==> src/rtl/multi_clock_divider.sv <==
// multi_clock_divider: NUM_CH programmable clock-enable dividers with tick and square-wave outputs.
// Defining MULTI_CLOCK_DIVIDER_PHASE_SYNC_EN adds a sync input that realigns all channel phases.
module multi_clock_divider #(
  parameter int NUM_CH = 4,
  parameter int CH_W = 2,
  parameter int CNT_W = 32,
  parameter logic [CNT_W-1:0] DEF_DIV = 9999,
  parameter logic SQ_INIT = 1'b1
) (
  input  logic              clk,
  input  logic              rst,
  input  logic [NUM_CH-1:0] en,
  input  logic              cfg_we,
  input  logic [CH_W-1:0]   cfg_ch,
  input  logic [CNT_W-1:0]  cfg_div,
`ifdef MULTI_CLOCK_DIVIDER_PHASE_SYNC_EN
  input  logic              sync,
`endif
  output logic [NUM_CH-1:0] tick,
  output logic [NUM_CH-1:0] sq
);
  for (genvar i = 0; i < NUM_CH; i++) begin : g_ch
    logic [CNT_W-1:0] cnt, div_act, div_shd;
    logic tick_r, sq_r, wr, wrap;
    assign wr = cfg_we && cfg_ch == CH_W'(i);
    assign wrap = cnt == div_act;
    assign tick[i] = tick_r;
    assign sq[i] = sq_r;
    // div_act is only reloaded from the shadow at a wrap, so a period is never cut short
    always_ff @(posedge clk)
      if (!rst) begin
        cnt <= '0;
        tick_r <= 1'b0;
        sq_r <= SQ_INIT;
        div_act <= DEF_DIV;
        div_shd <= DEF_DIV;
      end
`ifdef MULTI_CLOCK_DIVIDER_PHASE_SYNC_EN
      else if (sync) begin
        cnt <= '0;
        tick_r <= 1'b0;
        sq_r <= SQ_INIT;
        div_act <= div_shd;
        if (wr) div_shd <= cfg_div;
      end
`endif
      else begin
        if (wr) div_shd <= cfg_div;
        tick_r <= en[i] && wrap;
        if (wr && !en[i]) begin
          div_act <= cfg_div;
          cnt <= '0;
        end else if (en[i]) begin
          cnt <= wrap ? '0 : cnt + 1'b1;
          if (wrap) begin
            sq_r <= ~sq_r;
            div_act <= div_shd;
          end
        end
      end
  end
endmodule

==> config.mk <==
export PLATFORM = sky130hd
export DESIGN_NAME = multi_clock_divider
export DESIGN_NICKNAME = d
export VERILOG_FILES = /design/src/rtl/multi_clock_divider.sv
export SDC_FILE = /design/constraint.sdc
export NUM_CORES = 1
export LEC_CHECK = 0
export CAP_MARGIN = 20
export CORE_ASPECT_RATIO = 1.75
export CORE_UTILIZATION = 40
export CTS_BUF_LIST = sky130_fd_sc_hd__clkbuf_4 sky130_fd_sc_hd__clkbuf_8
export DETAILED_ROUTE_END_ITERATION = 16
export DONT_BUFFER_PORTS = 1
export GPL_ROUTABILITY_DRIVEN = 1
export PLACE_DENSITY = 0.51
export SYNTH_ARGS = -nofsm -noshare
export SYNTH_HDL_FRONTEND = slang
export SYNTH_SLANG_ARGS = --single-unit
==> constraint.sdc <==
create_clock -name clk -period 4.65 [get_ports clk]
set_clock_uncertainty 0.05 [all_clocks]
set_input_delay 0.93 -clock clk [delete_from_list [all_inputs] [get_ports clk]]
set_output_delay 0.93 -clock clk [all_outputs]
set_load 0.1 [all_outputs]
==> results of run 1 <==
power by group:
| part | internal (W) | switching [W] |
|---|---|---|
| combinational | 0.000126 | 0.000203 |
| sequential | 0.00344 | 0.0000639 |
| clock | 0.00183 | 0.00144 |
registers in the layout, indices dropped and copies added, names as in the netlist:
name / cells
g_ch.cnt: 128
g_ch.div_act: 128
g_ch.div_shd: 128
g_ch.sq_r: 4
g_ch.tick_r: 4
critical path: cells and delay by family, from the launching register on:
kind | cells | cell delay (ns)
simple gates | 5 | 1.48
buf+inv | 2 | 0.80
flops | 1 | 0.40
xor+xnor | 1 | 0.14
metal layers:
layer	track usage (%)	vias up	wire (µm)
li1	-	7231	-
met1	28.0	6872	21800
met2	41.3	328	26300
met3	3.50	108	2310
met4	10.9	0	2410
met5	0	-	0
cell usage in the layout (no fill, tap or decap), types with 8 or more instances in the layout:
cell      netlist  routed
nor3_1         37      37
nand2_1       371     371
a31oi_1        23      23
nor2_1        199     197
and2_1         15      15
a22oi_1        10      10
mux2i_1        37      37
and4_1         18      18
dfxtp_1       392     392
and3_1         28      28
nand3_1        87      86
nor4_1         30      30
clkbuf_4        0      13
o21ai_0        69      69
xnor2_1       143     143
inv_1          29      28
o211ai_1       26      26
clkinv_2        0      11
clkbuf_8        0      78
a21oi_1       160     160
a211oi_1       17      17
buf_4           8      20
or4_1           8       8
nand4_1        76      76
xor2_1        107     107
worst max-delay path by stage:
stage / startpoint / depth (start not counted) / to / slack [ns]
after CTS: g_ch[1].cnt[0] / 6 / g_ch[1].cnt[20] / 1.57
final: g_ch[0].cnt[17] / 8 / g_ch[0].cnt[1] / 1.66
after floorplan: cfg_ch[0] / 7 / g_ch[0].div_act[0] / 2.06
after global routing: g_ch[0].cnt[6] / 8 / g_ch[0].cnt[15] / 1.41
after global placement: en[2] / 6 / g_ch[2].cnt[8] / 1.63
after detailed placement: g_ch[1].cnt[0] / 6 / g_ch[1].cnt[20] / 1.56
layout make-up:
type	count	area [µm²]	share of cell area, %
Clock inverter	18	199	1.03
Sequential cell	392	7850	40.5
Inverter	29	111	0.574
Tap cell	566	708	3.65
Antenna cell	1	2.50	0.0129
Multi-Input combinational cell	1564	9100	47.0
Clock buffer	91	1170	6.04
Timing Repair Buffer	24	245	1.26
logic make-up after synthesis:
| group | after synthesis | share of synthesized area [%] |
|---|---|---|
| AOI/OAI and AO/OA | 363 | 12.4 |
| xor gates and xnor gates | 251 | 12.5 |
| adders and majority gates | 4 | 0.283 |
| buffers and inverters | 182 | 4.20 |
| DFF | 392 | 44.4 |
| muxes | 40 | 2.29 |
| and+or+nand+nor | 906 | 24.0 |
stage by stage:
| stage | total power, W | cell area, µm² | hold WS [ns] | instances | util (%) |
|---|---|---|---|---|---|
| final | 0.00710 | 19400 | 0.330 | 2685 | 44.6 |
| after global routing | 0.00738 | 19400 | 0.306 | 2685 | 44.6 |
| after CTS | 0.00720 | 19300 | 0.253 | 2682 | 44.5 |
| after detailed placement | 0.00390 | 18000 | 0.396 | 2573 | 41.3 |
| after global placement | 0.00389 | 17900 | 0.392 | 2572 | 41.3 |
| after floorplan | 0.00383 | 17700 | 0.383 | 2138 | - |
==> metrics.txt, run 1 <==
status=finished, final reports clean; Crit Reg-Reg Endpoint=g_ch[0].cnt[1]; RR Startpoint=g_ch[0].cnt[17]; per-cell routed wire length=19.7 µm; # Post-CTS Setup Buffers=0; I/O Buffers=0; area leader, netlist=dfxtp_1; H-tree depth=2; Crit. End Element=flip-flop; max incr delay on CP=0.55 ns; largest net degree at the start of global routing=143; final period utilization=~64%; drt initial violations=1010; Die ar.=roughly 45000 µm²; Hold Buf Count CTS=0; width of the chip=161 µm; Die Ht=approximately 280 µm; most frequent cell after synthesis=dfxtp_1; Post-synth top flop=dfxtp_1; worst hold path type=input pin to flip-flop; final worst slack=1.66 ns; # fillers=~4300; FF+latch count, synth=392; Yosys cell types=65; Leak=7.01 nW; Detail Route Antenna Nets=0; vias in the first global route=about 14000; crit-path max FO=32; Ports=49; register clock-pin slew on the reported worst setup and hold paths=about 0.07 ns; number of flops mapped to enable cells by yosys=0; Tightest Pin Transition=slightly above 1 ns; starting density of the core=roughly two fifths; post-cts sizing count=0; synth top area cells=dfxtp_1 44%, nand2_1 7.9%, xnor2_1 7.1%, xor2_1 5.3%, a21oi_1 4.5%; Peak Freq=335 MHz; headroom to the max-slew limit=32.1%; FP Rows=101; setup_tns=0 ns; Pre-antenna DRT Iters=5; Overall Global Routing Usage=23.5%; top-area cell type share of the netlist area=44.4%; final WL=52900 µm; total gr overflow=0; crit-path cells=xor2_1 > nor3_2 > and3_1 > nand4_1 > buf_4 > nand3_1 > buf_4 > nor2_1; post-synthesis sequential area ratio=44.4%; synth warn=0; max cap viols=0; Cells on Worst Hold Path=1; HPWL Detailed=35500 µm; synth cell count leaders=392 x dfxtp_1, 371 x nand2_1, 199 x nor2_1, 160 x a21oi_1, 143 x xnor2_1; syn nets=2183; hold path start=rst; peak supply drop=~200 µV; Clk Tree Root Cell=clkbuf_8; Crit-path slowest cell=nand4_1; Max Transition Viols Final=0; ys async rst share=0%; clk sinks=392; Startpoint Class=flip-flop; Most common cell on crit path=buf_4; layout cells sized above 1=7.32%; Area growth, synth to finish=9.71%; min cycle time layout=2.99 ns; Syn Std Cell Area=roughly 18000 µm²; RSZ-0062 raised after global routing=no; clock latency at the later pin of the worst-skew pair=0.64 ns; vias per inst=approximately 5.4; CTS tree=built; R2R cell count=8; WHS Endpoint=g_ch[2].div_shd[0]; via count=14500; CP required=~5.1 ns; TritonCTS buffer count=60; critical path class=flip-flop to flip-flop; Synth Instances=between 2000 and 2500; dpl ws=1.56 ns; Final Hold Fails=0; area of the core=43500 µm²; NumNets Final=2116; WP data arrival=3.45 ns; initial antenna violation count=1; cell area power density=366 nW/µm²; Longest Clk Path Bufs=3; mean post-synth cell area=8.27 µm²; Final GP Congestion=0.931; Setup violations, final=0; DRC viols=0; r2r setup slk=1.66 ns; first-pass GRT wire length=82600 µm
Note: power is estimated with default switching activity, not from simulation.
==> run 2, diff against run 1 <==
- clock period: 4.65 -> 2.78 ns (I/O delays scaled with it)
==> run 2 against run 1 <==
Compared with the run above:
- power up 64%
- highest routed layer unchanged
- non-clock buffer count up 72
- critical path depth down 1
==> metrics.txt, run 2 (synthesized netlist as in run 1, its figures left out) <==
total gr overflow=0 (unchanged); placed cell count=2607 (was 2573); final WL=62000 µm (was 52900 µm); max incr delay on CP=0.45 ns (was 0.55 ns); Tightest Pin Transition=1.12 ns (was 1.02 ns); max cap viols=0 (unchanged); first-pass GRT wire length=93600 µm (was 82600 µm); commonest cells after routing, fill and taps aside=392 x dfxtp_1, 371 x nand2_1, 197 x nor2_1 (unchanged); crit-path max FO=11 (was 32); width of the chip=161 µm (unchanged); starting density of the core=40.7% (unchanged); register clock-pin slew on the reported worst setup and hold paths=0.07 ns (about the same); headroom to the max-slew limit=25.6% (was 32.1%); I/O Buffers=0 (unchanged); CP required=3.29 ns (was 5.11 ns); WP data arrival=3.00 ns (was 3.45 ns); CTS tree=built (unchanged); Cells on Worst Hold Path=2 (was 1); # fillers=4403 (was 4336); crit-path cells=xnor2_1 > nand4_1 > nor4_1 > nand3_2 > buf_4 > mux2i_1 > a21oi_1 (was xor2_1 > nor3_2 > and3_1 > nand4_1 > buf_4 > nand3_1 > buf_4 > nor2_1); dpl cell area=18200 µm² (was 18000 µm²); Area growth, synth to finish=12.6% (was 9.71%); Final Hold Fails=0 (unchanged); cell area power density=585 nW/µm² (was 366 nW/µm²); dpl ws=0.312 ns (was 1.56 ns); Longest Clk Path Bufs=3 (unchanged); leading cell type in the layout, fill and taps excluded=dfxtp_1 (unchanged); clk sinks=392 (unchanged); total power=0.0116 W (was 0.00710 W); setup_tns=0 ns (unchanged); DRC viols=0 (unchanged); biggest regs=g_ch.cnt: 128 flops, g_ch.div_act: 128 flops, g_ch.div_shd: 128 flops (unchanged); via count=15200 (was 14500); HPWL Detailed=36700 µm (was 35500 µm); Die Ht=280 µm (unchanged); Pre-antenna DRT Iters=7 (was 5); final instance area=19900 µm² (was 19400 µm²); Setup violations, final=0 (unchanged); Final GP Congestion=0.877 (was 0.931); Post-Layout Cell Count=2753 (was 2685); initial antenna violation count=2 (was 1); final worst slack=0.291 ns (was 1.66 ns); R2R cell count=7 (was 8); final period utilization=89.5% (was 64.3%); Crit. End Element=flip-flop (unchanged); peak supply drop=340 µV (was 205 µV); RSZ-0062 raised after global routing=no (unchanged); clock latency at the later pin of the worst-skew pair=0.65 ns (was 0.64 ns); status=finished, final reports clean (unchanged); Peak Freq=402 MHz (was 335 MHz); Die ar.=45100 µm² (unchanged); vias in the first global route=14700 (was 13900); Ports=49 (unchanged); Overall Global Routing Usage=27.6% (was 23.5%); Clk Tree Root Cell=clkbuf_8 (unchanged); vias per inst=5.54 (was 5.41); worst hold path type=input pin to flip-flop (unchanged); Startpoint Class=flip-flop (unchanged); largest net degree at the start of global routing=98 (was 143); critical path class=flip-flop to flip-flop (unchanged); H-tree depth=2 (unchanged); drt initial violations=1056 (was 1010); Leak=7.29 nW (was 7.01 nW); TritonCTS buffer count=59 (was 60); Max Transition Viols Final=0 (unchanged); per-cell routed wire length=22.5 µm (was 19.7 µm); Crit-path slowest cell=nor4_1 (was nand4_1); FP Rows=101 (unchanged); layout cells sized above 1=8.42% (was 7.32%); area of the core=43500 µm² (unchanged); Detail Route Antenna Nets=0 (unchanged); min cycle time layout=2.49 ns (was 2.99 ns); NumNets Final=2187 (was 2116)
==> run 2: metal layers <==
| layer | track usage (%) | vias to the layer above | share of wire (%) |
|---|---|---|---|
| li1 | - | 7357 | - |
| met1 | 32.5 | 7325 | 40 |
| met2 | 47.6 | 438 | 50 |
| met3 | 3.67 | 127 | 4.5 |
| met4 | 16.6 | 0 | 6.1 |
| met5 | 0 | - | 0 |
==> run 2: critical path: cells and delay by family (launching register included) <==
| kind | cells | cell delay (ns) |
|---|---|---|
| AOI/OAI and AO/OA | 1 | 0.17 |
| buffers and inverters | 1 | 0.33 |
| and+or+nand+nor | 3 | 0.97 |
| muxes | 1 | 0.13 |
| xor gates and xnor gates | 1 | 0.34 |
| DFF | 1 | 0.40 |
==> run 2: power breakdown <==
part | leakage (nW) | internal, W | switching [W] | total, W
clock | 0.676 | 0.00270 | 0.00236 | 0.00506
sequential | 3.18 | 0.00576 | 0.000108 | 0.00586
combinational | 3.44 | 0.000254 | 0.000457 | 0.000711
==> run 2: what timing repair did <==
item,in CTS,in global routing
endpoints found under the hold margin,161,0
buffers inserted,0,0
gates resized for setup,0,0
hold buffers,40,0
==> run 2: worst paths after layout <==
path | slack (ns) | end | from
max reg2reg | 0.29 | g_ch[1].div_act[5] | g_ch[1].cnt[19]
min | 0.03 | g_ch[2].div_act[23] | cfg_div[23]
min reg2reg | 0.40 | g_ch[1].div_shd[7] | g_ch[1].div_shd[7]
max | 0.29 | g_ch[1].div_act[5] | g_ch[1].cnt[19]
==> run 2: cell type report <==
cell class	instances	area (µm²)	share of cell area, %
Sequential cell	392	7850	39.4
Clock inverter	10	50.0	0.251
Inverter	29	111	0.559
Tap cell	566	708	3.56
Timing Repair Buffer	96	888	4.46
Clock buffer	95	1190	6.00
Antenna cell	1	2.50	0.0126
Multi-Input combinational cell	1564	9100	45.7
==> run 2: stage by stage <==
step                util (%)  hold WS [ns]
floorplan                  -         0.383
global placement        42.0         0.392
detailed placement      42.0         0.397
CTS                     45.8       0.00198
global route            45.8        0.0152
finish                  45.8        0.0264
==> run 3, diff against run 2 <==
- CORE_MARGIN: not set -> 2
- SLEW_MARGIN: not set -> 30
==> run 3 against run 2 <==
Compared with the run above:
- clock-buffer cell count rose by 3
- worst setup slack better by 0.022 ns
- wire length is 3.1% lower
- clock power up 4.2%
- first-iteration DRC count up 0.57%
- hold slack better by 0.0032 ns
- critical endpoint is now g_ch[3].div_act[1]
- largest cell class unchanged
==> metrics.txt, run 3 (synthesized netlist as in run 1, its figures left out) <==
initial antenna violation count=3 (was 2); max cap viols=0 (unchanged); H-tree depth=2 (unchanged); Multi-input gate area=9100 µm² (unchanged); Tightest Pin Transition=0.963 ns (was 1.12 ns); commonest cells after routing, fill and taps aside=392 x dfxtp_1, 371 x nand2_1, 197 x nor2_1 (unchanged); CTS tree=built (unchanged); RSZ-0062 raised after global routing=no (unchanged); starting density of the core=40.7% (unchanged); Clk Tree Root Cell=clkbuf_8 (unchanged); Detail Route Antenna Nets=0 (unchanged); width of the chip=163 µm (was 161 µm); Comb pwr share=5.9% (was 6.1%); Max Transition Viols Final=0 (unchanged); clk sinks=392 (unchanged); layout cells sized above 1=8.69% (was 8.42%); Final Hold Fails=0 (unchanged); drt initial violations=1062 (was 1056); max incr delay on CP=0.51 ns (was 0.45 ns); final period utilization=88.8% (was 89.5%); Crit Reg-Reg Endpoint=g_ch[3].div_act[1] (was g_ch[1].div_act[5]); Peak Freq=405 MHz (was 402 MHz); Die ar.=45900 µm² (was 45100 µm²); NumNets Final=2181 (was 2187); Cells on Worst Hold Path=1 (was 2); per-cell routed wire length=21.8 µm (was 22.5 µm); first-pass GRT wire length=90700 µm (was 93600 µm); CP required=3.25 ns (was 3.29 ns); sequential group share of total power=49.5% (was 50.4%); # fillers=4381 (was 4403); Setup violations, final=0 (unchanged); peak supply drop=339 µV (was 340 µV); Die Ht=282 µm (was 280 µm); total gr overflow=0 (unchanged); vias in the first global route=14400 (was 14700); hold path start=cfg_div[9] (was cfg_div[23]); Longest Clk Path Bufs=3 (unchanged); Clk pwr share=44.6% (was 43.5%); post-cts sizing count=0 (unchanged); final WL=60100 µm (was 62000 µm); status=finished, final reports clean (unchanged); headroom to the max-slew limit=35.7% (was 25.6%); # Post-CTS Setup Buffers=0 (unchanged); HPWL Detailed=36800 µm (was 36700 µm); Internal=0.00885 W (was 0.00871 W); crit-path max FO=9 (was 11); Hold Buf Count CTS=34 (was 40); Crit. End Element=flip-flop (unchanged); Area growth, synth to finish=12.7% (was 12.6%); I/O Buffers=0 (unchanged); critical path class=flip-flop to flip-flop (unchanged); biggest regs=g_ch.cnt: 128 flops, g_ch.div_act: 128 flops, g_ch.div_shd: 128 flops (unchanged); WHS Endpoint=g_ch[3].div_act[9] (was g_ch[2].div_act[23]); buffer and inverter count on the worst path=0 (was 1); cell area power density=594 nW/µm² (was 585 nW/µm²); largest net degree at the start of global routing=78 (was 98); crit-path cells=xnor2_1 > nand2_1 > nor4b_1 > nand3_1 > or4_1 > o311a_1 (was xnor2_1 > nand4_1 > nor4_1 > nand3_2 > buf_4 > mux2i_1 > a21oi_1); Crit-path slowest cell=or4_1 (was nor4_1); Final GP Congestion=0.854 (was 0.877); Pre-antenna DRT Iters=5 (was 7); switch share=25.2% (was 25.1%); final hold slack=0.0296 ns (was 0.0264 ns); vias per inst=5.48 (was 5.54); register clock-pin slew on the reported worst setup and hold paths=0.07 ns (about the same); Overall Global Routing Usage=26.2% (was 27.6%); TritonCTS buffer count=59 (unchanged); clock latency at the later pin of the worst-skew pair=0.64 ns (was 0.65 ns); Leak=7.30 nW (was 7.29 nW); area of the core=43500 µm² (unchanged); DRC viols=0 (unchanged); crit-path leading delay family=simple AND/OR/NAND/NOR gates (unchanged); via count=15100 (was 15200); Reg area=7850 µm² (unchanged); Startpoint Class=flip-flop (unchanged); FP Rows=101 (unchanged); R2R cell count=6 (was 7); RR Startpoint=g_ch[3].div_act[20] (was g_ch[1].cnt[19]); switching power=0.00298 W (was 0.00293 W); WP data arrival=2.94 ns (was 3.00 ns); r2r setup slk=0.31 ns (was 0.29 ns); Ports=49 (unchanged); setup_tns=0 ns (unchanged); min cycle time layout=2.47 ns (was 2.49 ns); worst hold path type=input pin to flip-flop (unchanged); leading cell type in the layout, fill and taps excluded=dfxtp_1 (unchanged)
[run 3: changes by cell type in the layout (fill, tap and decap cells not counted)]
cell and change:
clkinvlp_4 +1, clkinv_2 +1, clkbuf_8 +6, dlygate4sd3_1 -6
buf_4 +1, clkbuf_4 -3, diode_2 +4, buf_12 -1
inv_6 +1
[run 3: layout make-up]
type,instances,area share (%)
Inverter,29,0.559
Multi-Input combinational cell,1564,45.7
Clock inverter,13,0.358
Clock buffer,98,6.30
Antenna cell,5,0.0628
Timing Repair Buffer,90,4.09
Tap cell,566,3.55
Sequential cell,392,39.4
[run 3: power by group through the flow]
stage	logic (W)	registers [W]	clock network, W
2_1_floorplan	0.000463	0.00594	0
3_3_place_gp	0.000548	0.00598	0
3_5_place_dp	0.000557	0.00598	0
4_1_cts	0.000700	0.00586	0.00538
5_1_grt	0.000766	0.00587	0.00560
6_report	0.000701	0.00586	0.00527
[run 3: worst max-delay path by stage]
stage / startpoint / to / slack [ns] / depth (start not counted)
floorplan: cfg_ch[0] / g_ch[0].div_act[0] / 0.56 / 7
global placement: g_ch[2].cnt[12] / g_ch[2].cnt[7] / 0.36 / 7
detailed placement: g_ch[2].cnt[12] / g_ch[2].cnt[8] / 0.32 / 7
CTS: g_ch[2].cnt[12] / g_ch[2].cnt[8] / 0.31 / 7
global route: g_ch[3].div_act[20] / g_ch[3].div_act[17] / 0.09 / 7
finish: g_ch[3].div_act[20] / g_ch[3].div_act[1] / 0.31 / 6
[run 3: routing by layer]
layer	GRT usage [%]	share of wire, %
met1	30.5	39
met2	46.2	50
met3	3.36	4.8
met4	14.3	6.1
met5	0	0
[run 3: metrics by stage]
stage	instance area [µm²]	power [W]	instances	util, %	setup slack (ns)
after floorplan	17700	0.00641	2138	-	0.562
after global placement	18200	0.00653	2607	41.9	0.362
after detailed placement	18200	0.00654	2607	41.9	0.325
after CTS	19900	0.0119	2752	45.8	0.315
after global routing	19900	0.0122	2756	45.8	0.0938
final	19900	0.0118	2757	45.8	0.313
[run 3: worst register-to-register path, cell delays in order, from the launching register on]
cell and delay (ns):
dfxtp_1 0.35, xnor2_1 0.45, nand2_1 0.13, nor4b_1 0.39, nand3_1 0.35, or4_1 0.51, o311a_1 0.12
